$ cat src/rtl/param_updown_counter.sv
// Parametrised up/down counter with configurable modulus, parallel load,
// wrap/saturate bound handling, a registered terminal-event pulse and sticky
// overflow/underflow flags. All outputs are registered; no input reaches an
// output combinationally.
module param_updown_counter #(
  parameter int          WIDTH       = 8,
  parameter int unsigned MAX_COUNT   = (2 ** WIDTH) - 1,
  parameter int unsigned RESET_VALUE = 0
) (
  input  logic             clk,
  input  logic             rst,
  input  logic             en,
  input  logic             up_dn,
  input  logic             load,
  input  logic [WIDTH-1:0] load_val,
  input  logic             sat_mode,
  input  logic             clr_flags,
  output logic [WIDTH-1:0] out,
  output logic             tc,
  output logic             ovf,
  output logic             unf
);

  localparam logic [WIDTH-1:0] MAX_V = WIDTH'(MAX_COUNT);
  localparam logic [WIDTH-1:0] RST_V = WIDTH'(RESET_VALUE);

  // Reject parameter sets whose range cannot be represented or whose reset
  // value lies outside the counting range.
  if ((longint'(RESET_VALUE) > longint'(MAX_COUNT)) ||
      (longint'(MAX_COUNT) > ((longint'(1) << WIDTH) - 1))) begin : g_param_check
    $fatal(1, "param_updown_counter: illegal MAX_COUNT/RESET_VALUE for WIDTH");
  end

  // Next count value and boundary detection. Bounds are compared explicitly
  // so that non-power-of-two moduli wrap correctly.
  logic [WIDTH-1:0] count_next;
  logic             hit_max;
  logic             hit_min;

  // Compute the counted value for this cycle assuming en=1 and no load.
  always_comb begin
    count_next = out;
    hit_max    = 1'b0;
    hit_min    = 1'b0;
    if (up_dn) begin
      if (out >= MAX_V) begin
        hit_max    = 1'b1;
        count_next = sat_mode ? MAX_V : '0;
      end else begin
        count_next = out + 1'b1;
      end
    end else begin
      if (out == '0) begin
        hit_min    = 1'b1;
        count_next = sat_mode ? '0 : MAX_V;
      end else begin
        count_next = out - 1'b1;
      end
    end
  end

  // State update with priority rst > load > en; a flag set beats clr_flags.
  always_ff @(posedge clk) begin
    if (rst) begin
      out <= RST_V;
      tc  <= 1'b0;
      ovf <= 1'b0;
      unf <= 1'b0;
    end else begin
      tc <= 1'b0;
      if (clr_flags) begin
        ovf <= 1'b0;
        unf <= 1'b0;
      end
      if (load) begin
        out <= (load_val > MAX_V) ? MAX_V : load_val;
      end else if (en) begin
        out <= count_next;
        if (hit_max) begin
          tc  <= 1'b1;
          ovf <= 1'b1;
        end
        if (hit_min) begin
          tc  <= 1'b1;
          unf <= 1'b1;
        end
      end
    end
  end

endmodule

$ cat config.mk
export PLATFORM = sky130hd
export DESIGN_NAME = param_updown_counter
export DESIGN_NICKNAME = d
export VERILOG_FILES = /design/src/rtl/param_updown_counter.sv
export SDC_FILE = /design/constraint.sdc
export NUM_CORES = 1
export LEC_CHECK = 0
export CAP_MARGIN = 25
export CORE_MARGIN = 8
export CORE_UTILIZATION = 45
export DETAILED_ROUTE_END_ITERATION = 8
export PLACE_DENSITY = 0.77
export RECOVER_POWER = 100
export SLEW_MARGIN = 20
export SYNTH_ARGS = -nofsm -noshare
export SYNTH_HDL_FRONTEND = slang
export SYNTH_SLANG_ARGS = --single-unit
$ cat constraint.sdc
create_clock -name clk -period 3.4 [get_ports clk]
set_input_delay 0.68 -clock clk [delete_from_list [all_inputs] [get_ports clk]]
set_output_delay 0.68 -clock clk [all_outputs]
set_load 0.01 [all_outputs]
After elaboration in Yosys (flattened, before gate mapping)
Index checks and enable logic that the tools add are counted.
{"block": "op_classes", "addsub": 2, "mul": 0, "n_div": 0, "n_lt_le_gt_ge": 2, "eq_ne": 0, "shift": 0, "muxes": 22, "bitwise_logic": 1, "n_reduce_logical": 3}
{"cell": "2-to-1 mux 8 bit", "count": 8}
{"cell": "2-to-1 mux 1 bit", "count": 14}
{"cell": "adder 8 x 1 -> 8 bit (second input constant)", "count": 1}
{"cell": ">= comparator 8 bit (second input constant)", "count": 1}
{"cell": "> comparator 8 bit (second input constant)", "count": 1}
{"cell": "zero test 8 bit", "count": 1}
{"cell": "subtractor 8 x 1 -> 8 bit (second input constant)", "count": 1}
{"cell": "OR reduction 3 bit", "count": 1}
{"cell": "nonzero test 2 bit", "count": 1}
{"cell": "inverter 1 bit", "count": 1}
{"block": "word_totals", "register_bits": 11, "latchBits": 0, "ramBits": 0, "rom_bits": 0, "inputBits": 15, "output_inout_bits": 11, "mem_count": 0}

Longest topological paths before layout
Gate-level depths: netlist of the first run.
{"block": "logic_depth", "depth_word": 6, "ltp_mapped": 6}

Worst setup path before layout of the first run
OpenSTA, ideal clock, no wires.
{"block": "synth_path", "kind": "register -> register", "startpoint": "reg out[1]", "endpoint": "reg out[1]", "setup_time_ns": 0.120, "t_arrival_ns": 1.803, "setup_slack_ns": 1.477, "stages_incl_launch_ff": 6, "n_path_buf": 0, "synth_period_minus_slack_ns": 1.923, "path_cell_list": "dfxtp_1 ha_1 nand4_1 nor2_1 mux2_2 a211o_1"}
{"block": "synth_between", "elab_chain_cells": 5}
{"item": "start, declared", "line_no": "18", "source": "output logic [WIDTH-1:0] out,"}
{"item": "start signal, assigned", "line_no": "76", "source": "out <= (load_val > MAX_V) ? MAX_V : load_val;"}
{"item": "start signal, assigned", "line_no": "78", "source": "out <= count_next;"}
{"item": "subtractor 8 x 1 -> 8 bit (tied with other cells)", "line_no": "57", "source": "count_next = out - 1'b1;"}
{"item": "2-to-1 mux 8 bit (on tied branches)", "line_no": "53, 46"}
{"item": "2-to-1 mux 8 bit (*)", "line_no": "45", "source": "if (up_dn) begin"}
{"item": "2-to-1 mux 8 bit (*)", "line_no": "77", "source": "end else if (en) begin"}
{"item": "2-to-1 mux 8 bit (*)", "line_no": "75", "source": "if (load) begin"}
Mark *: on every way between the ends. The rest lies on a longest branch, timed or not. The select of a mux whose other input is x is not followed.
A chain may end at the register's enable or synchronous reset.

Worst setup path in the final report of the first run
{"block": "layout_path", "startpoint": "in sat_mode", "endpoint": "reg out[5]"}
{"block": "layout_between", "elab_chain_cells": 5}
{"item": "start, declared", "line_no": "16", "source": "input logic sat_mode,"}
{"item": "2-to-1 mux 8 bit (on tied branches)", "line_no": "55, 48"}
{"item": "2-to-1 mux 8 bit (on tied branches)", "line_no": "53, 46"}
{"item": "2-to-1 mux 8 bit (*)", "line_no": "45"}
{"item": "2-to-1 mux 8 bit (*)", "line_no": "77"}
{"item": "2-to-1 mux 8 bit (*)", "line_no": "75"}
Marks and branches as above.

==> reports/metrics.yaml, run 1 <==
status: "completed"
maxCapViolCount: 0
setup_tns_ns: 0
io_buffers: 25
post_cts_resized: 0
ir_worst_vdd_mv: 0.222
totalWireLength_um: 2910
layout_common_cells: "a21oi_1, dlygate4sd3_1, clkdlybuf4s50_1"
ys_dominant_reg_cell: "dfxtp_1"
cts_made_buffers: 3
finalHoldViolations: 0
async_reset_ff_frac: 0
required_ns: 3.57
hold_class: "flop to flop"
routedWlPerCell_um: 16.2
fp.dieH_um: 62.9
viasPerCell: 6.14
grt_pass1_wl_um: 4980
drtIter0Drc: 36
synthAdderAreaFrac: 0.0380
synth_compound_area_frac: 0.284
tightest_slew_ns: 0.802
synth-xor-area-share: 0.0266
dpl_cell_area_sq_um: 1240
cts.reportedPaths.clkPinSlew_ns: 0.08
switchingPower_uw: 133
start_util: 0.460
syn-cell-area_sq_um: 988
drive_above_1_share: 0.0526
critPathMaxFanout: 7
fin_crit_sh: 0.735
core_sq_um: 2150
hpwlAfterDp_um: 2190
setup_viol: 0
syn2layout_area_growth_pct: 26.8
synth-seq-area-share: 0.223
syn_nets: 150
power.share.clock: 0.240
slew_violations: 0
cts_tree: "yes"
final_net_count: 171
startpoint: "sat_mode"
synth_simple_gate_area_frac: 0.348
grt_use_met2: 0.250
slew_headroom: 0.461
die-area_sq_um: 3950
drcViolationCount: 0
cts_hold_buf: 0
dr.pass1.iters: 4
power_leakage_uw: 0.000461
switching_share: 0.346
crit_path_end: "out[5]"
period_needed_ns: 2.50
yosys_warnings: 0
combPwrFrac: 0.338
reg2reg_to: "out[5]"
top_usage_layer: "met2"
nFillCells: 218
yosysUniqueCellTypes: 40
hold_depth: 2
critPathLaunchType: "input port"
avgSynthCellArea_sq_um: 7.49
clockBufferDepth: 2
detailroute.via_count: 1105
grt.met1_usage: 0.177
synth_top_family_by_area: "simple AND/OR/NAND/NOR gates"
power_uw: 385
syn_inst: 132
global_route.usage.met3: 0.0323
grt_overflow: 0
post_cts_buffers: 0
regArea_sq_um: 220
rsz0062_at_grt: "false"
grt_max_degree: 16
grt_pass1_vias: 1033
cts_root_buffer: "clkbuf_4"
muxShareOfSynthArea: 0.0215
layout_commonest_cell: "a21oi_1"
worstRegToRegCells: 4
antenna_cells: 0
antenna_found_initial: 0
die_x_um: 62.9
grt_usage: 0.150
crit_type: "input port to flop"
reg2reg_from: "out[2]"
power-per-cell-area_nw_per_um2: 307
skew_ns: 0.0114
crit_arrival_ns: 2.67
num_rows: 17
clkLatencyLatePin_ns: 0.28
p_int_uw: 252
whs_ns: 0.462
cts_sinks: 11
htree_levels: 1
end_kind: "flop"
synth-edff-count: 0
ios: 26
multiInputGateArea_sq_um: 696
clock.fmax_mhz: 400
p_seq_frac: 0.422
rrSetupSlack_ns: 1.07
synth-seq-cells: 11
final_area_sq_um: 1250
gp_congestion: 0.882
ant_nets: 0
[metal layers]
| layer | wire length (um) | vias up |
|---|---|---|
| met3 | 140 | 9 |
| met4 | 78 | 0 |
| met5 | 0 | - |
| met1 | 1270 | 519 |
| met2 | 1420 | 37 |
| li1 | - | 540 |
[through the flow]
stage                     setup WS, ns   util  instances
final                            0.900  0.584        180
after global routing             0.774  0.584        180
after CTS                        0.974  0.592        180
after detailed placement         0.696  0.579        176
after global placement           0.766  0.579        176
after floorplan                   1.48      -        132
[cell type report]
class                           instances  share of cell area
Multi-Input combinational cell        106               0.555
Timing Repair Buffer                   27               0.209
Sequential cell                        11               0.176
Tap cell                               28              0.0279
Clock buffer                            4              0.0210
Inverter                                4              0.0120
[kinds of logic (layout without fill, tap and decap cells)]
| family | count (synthesis) | count (layout) |
|---|---|---|
| flops | 11 | 11 |
| xor+xnor | 3 | 3 |
| fa+ha+maj | 3 | 3 |
| compound gates | 41 | 41 |
| buf+inv | 15 | 35 |
| mux | 2 | 2 |
| simple gates | 57 | 57 |
[power groups by stage]
stage / Combinational (uW) / Clock (uW) / Sequential (uW)
4_1_cts: 136 / 96.0 / 162
6_report: 130 / 92.4 / 162
5_1_grt: 143 / 103 / 165
2_1_floorplan: 94.4 / 0 / 153
3_3_place_gp: 132 / 0 / 165
3_5_place_dp: 135 / 0 / 165
[flip-flops by register name (all words and copies together) (netlist names)]
signal  cells
ovf         1
unf         1
tc          1
out         8
[worst max-delay path: stages]
cell	delay, ns
dlygate4sd3_1	0.69
nand3b_1	0.16
o31ai_1	0.68
a31oi_1	0.09
or3_1	0.36
[how the worst min path moves through the flow]
stage	start	endpoint	slack, ns
6_report	unf	unf	0.46
5_1_grt	unf	unf	0.50
4_1_cts	unf	unf	0.47
3_5_place_dp	unf	unf	0.46
3_3_place_gp	unf	unf	0.45
2_1_floorplan	unf	unf	0.48
[cells in the mapped netlist (2+ instances only)]
cell type | count | area, sq um
a21oi_1 | 17 | 85.1
dfxtp_1 | 11 | 220
nor2_1 | 11 | 41.3
nor3b_1 | 11 | 82.6
clkbuf_1 | 8 | 30.0
or3_1 | 7 | 43.8
nand2_1 | 6 | 22.5
a211o_1 | 5 | 43.8
a31oi_1 | 5 | 31.3
inv_1 | 4 | 15.0
ha_1 | 3 | 37.5
nand2b_1 | 3 | 18.8
nand3_1 | 3 | 15.0
nand3b_1 | 3 | 22.5
o21ai_0 | 3 | 15.0
a32oi_1 | 2 | 17.5
buf_2 | 2 | 10.0
nand4_1 | 2 | 12.5
nor4b_1 | 2 | 17.5
o31ai_1 | 2 | 15.0
or2_2 | 2 | 12.5
xnor2_1 | 2 | 17.5
Power figures use the tool's default switching activity.
==> run 2, diff against run 1 <==
Settings changed: CORE_UTILIZATION 45 to 43.
Clock period 3.4 ns to 2 ns, I/O delays scaled along.
==> reports/metrics.yaml, run 2 (synthesis gave the netlist of run 1 again) <==
routedWlPerCell_um: 15.6
slew_violations: 0
clockBufferDepth: 2
grt_pass1_vias: 1082
place_inst: 193
clock.fmax_mhz: 523
drive_above_1_share: 0.154
setup_viol: 0
cts_root_buffer: "clkbuf_4"
p_int_uw: 455
period_needed_ns: 1.91
antenna_cells: 0
cts_tree: "yes"
finalHoldViolations: 0
num_rows: 17
cts_sinks: 11
die-area_sq_um: 4090
combPwrFrac: 0.396
crit_arrival_ns: 1.51
io_buffers: 25
dr.pass1.iters: 4
drtIter0Drc: 45
final_net_count: 188
cts_made_buffers: 3
final_cells: 197
largest_register_ffs: 8
htree_levels: 1
skew_ns: 0.00280
power_leakage_uw: 0.000538
switchingPower_uw: 245
nFillCells: 191
tightest_slew_ns: 0.629
ios: 26
cts_hold_buf: 0
syn2layout_area_growth_pct: 40.9
gp_congestion: 0.859
rsz0062_at_grt: "false"
rrSetupSlack_ns: 0.13
p_seq_frac: 0.367
hpwlAfterDp_um: 2390
detailroute.via_count: 1170
crit_type: "flop to output pin"
grt_usage: 0.150
clkLatencyLatePin_ns: 0.28
totalWireLength_um: 3070
core_sq_um: 2190
grt_pass1_wl_um: 5110
slew_headroom: 0.575
fp.dieH_um: 63.9
hold_class: "flop to flop"
die_x_um: 63.9
critPathLaunchType: "flop"
maxCapViolCount: 0
status: "completed"
switching_share: 0.350
end_kind: "output pin"
critPathMaxFanout: 7
viasPerCell: 5.94
ant_nets: 0
top_register: "out"
antenna_found_initial: 0
grt_max_degree: 15
required_ns: 1.60
power.share.clock: 0.237
drcViolationCount: 0
power-per-cell-area_nw_per_um2: 503
grt_overflow: 0
post_cts_buffers: 0
layout_common_cells: "a21oi_1, clkdlybuf4s50_1, buf_4"
post_cts_resized: 0
cts.reportedPaths.clkPinSlew_ns: 0.08
ir_worst_vdd_mv: 0.373
fin_crit_sh: 0.956
power_uw: 700
start_util: 0.451
-- run 2: metal layers --
| layer | global-route usage | share of wire | routed length, um | vias up |
|---|---|---|---|---|
| met5 | 0 | 0 | 0 | - |
| met4 | 0.0864 | 0.020 | 63 | 0 |
| met3 | 0.0105 | 0.051 | 156 | 7 |
| met2 | 0.252 | 0.51 | 1560 | 35 |
| met1 | 0.184 | 0.42 | 1300 | 556 |
| li1 | - | - | - | 572 |
-- run 2: worst paths after layout --
| path | start | end | depth (start not counted) |
|---|---|---|---|
| worst min-delay path | unf | unf | 2 |
| worst max register to register | out[0] | out[7] | 6 |
| worst min register to register | unf | unf | 2 |
| worst max-delay path | out[4] | out[4] | 2 |
-- run 2: power groups by stage --
stage | Clock (uW) | Combinational (uW) | Sequential (uW)
2_1_floorplan | 0 | 161 | 260
3_3_place_gp | 0 | 273 | 261
3_5_place_dp | 0 | 280 | 262
4_1_cts | 166 | 281 | 257
5_1_grt | 177 | 302 | 260
6_report | 166 | 277 | 257
-- run 2: through the flow --
| stage | instance area, sq um | utilization | hold slack, ns | TNS (ns) | setup WS [ns] |
|---|---|---|---|---|---|
| after global placement | 1370 | 0.626 | 0.445 | -0.0515 | -0.0282 |
| final | 1390 | 0.636 | 0.485 | 0 | 0.0882 |
| after detailed placement | 1370 | 0.626 | 0.474 | -0.266 | -0.0594 |
| after global routing | 1390 | 0.636 | 0.502 | 0 | 0.0180 |
| after CTS | 1400 | 0.638 | 0.486 | 0 | 0.136 |
| after floorplan | 988 | - | 0.481 | 0 | 0.0773 |
-- run 2: critical path, cell delays in order (launching register included) --
cell and delay, ns:
dfxtp_1 0.45, clkbuf_2 0.22, clkdlybuf4s50_1 0.55
-- run 2: area by class of cell --
type                            count  area, sq um  share of cell area
Inverter                            4         15.0              0.0108
Multi-Input combinational cell    106          709               0.509
Tap cell                           28         35.0              0.0252
Clock buffer                        4         26.3              0.0189
Timing Repair Buffer               44          387               0.278
Sequential cell                    11          220               0.158
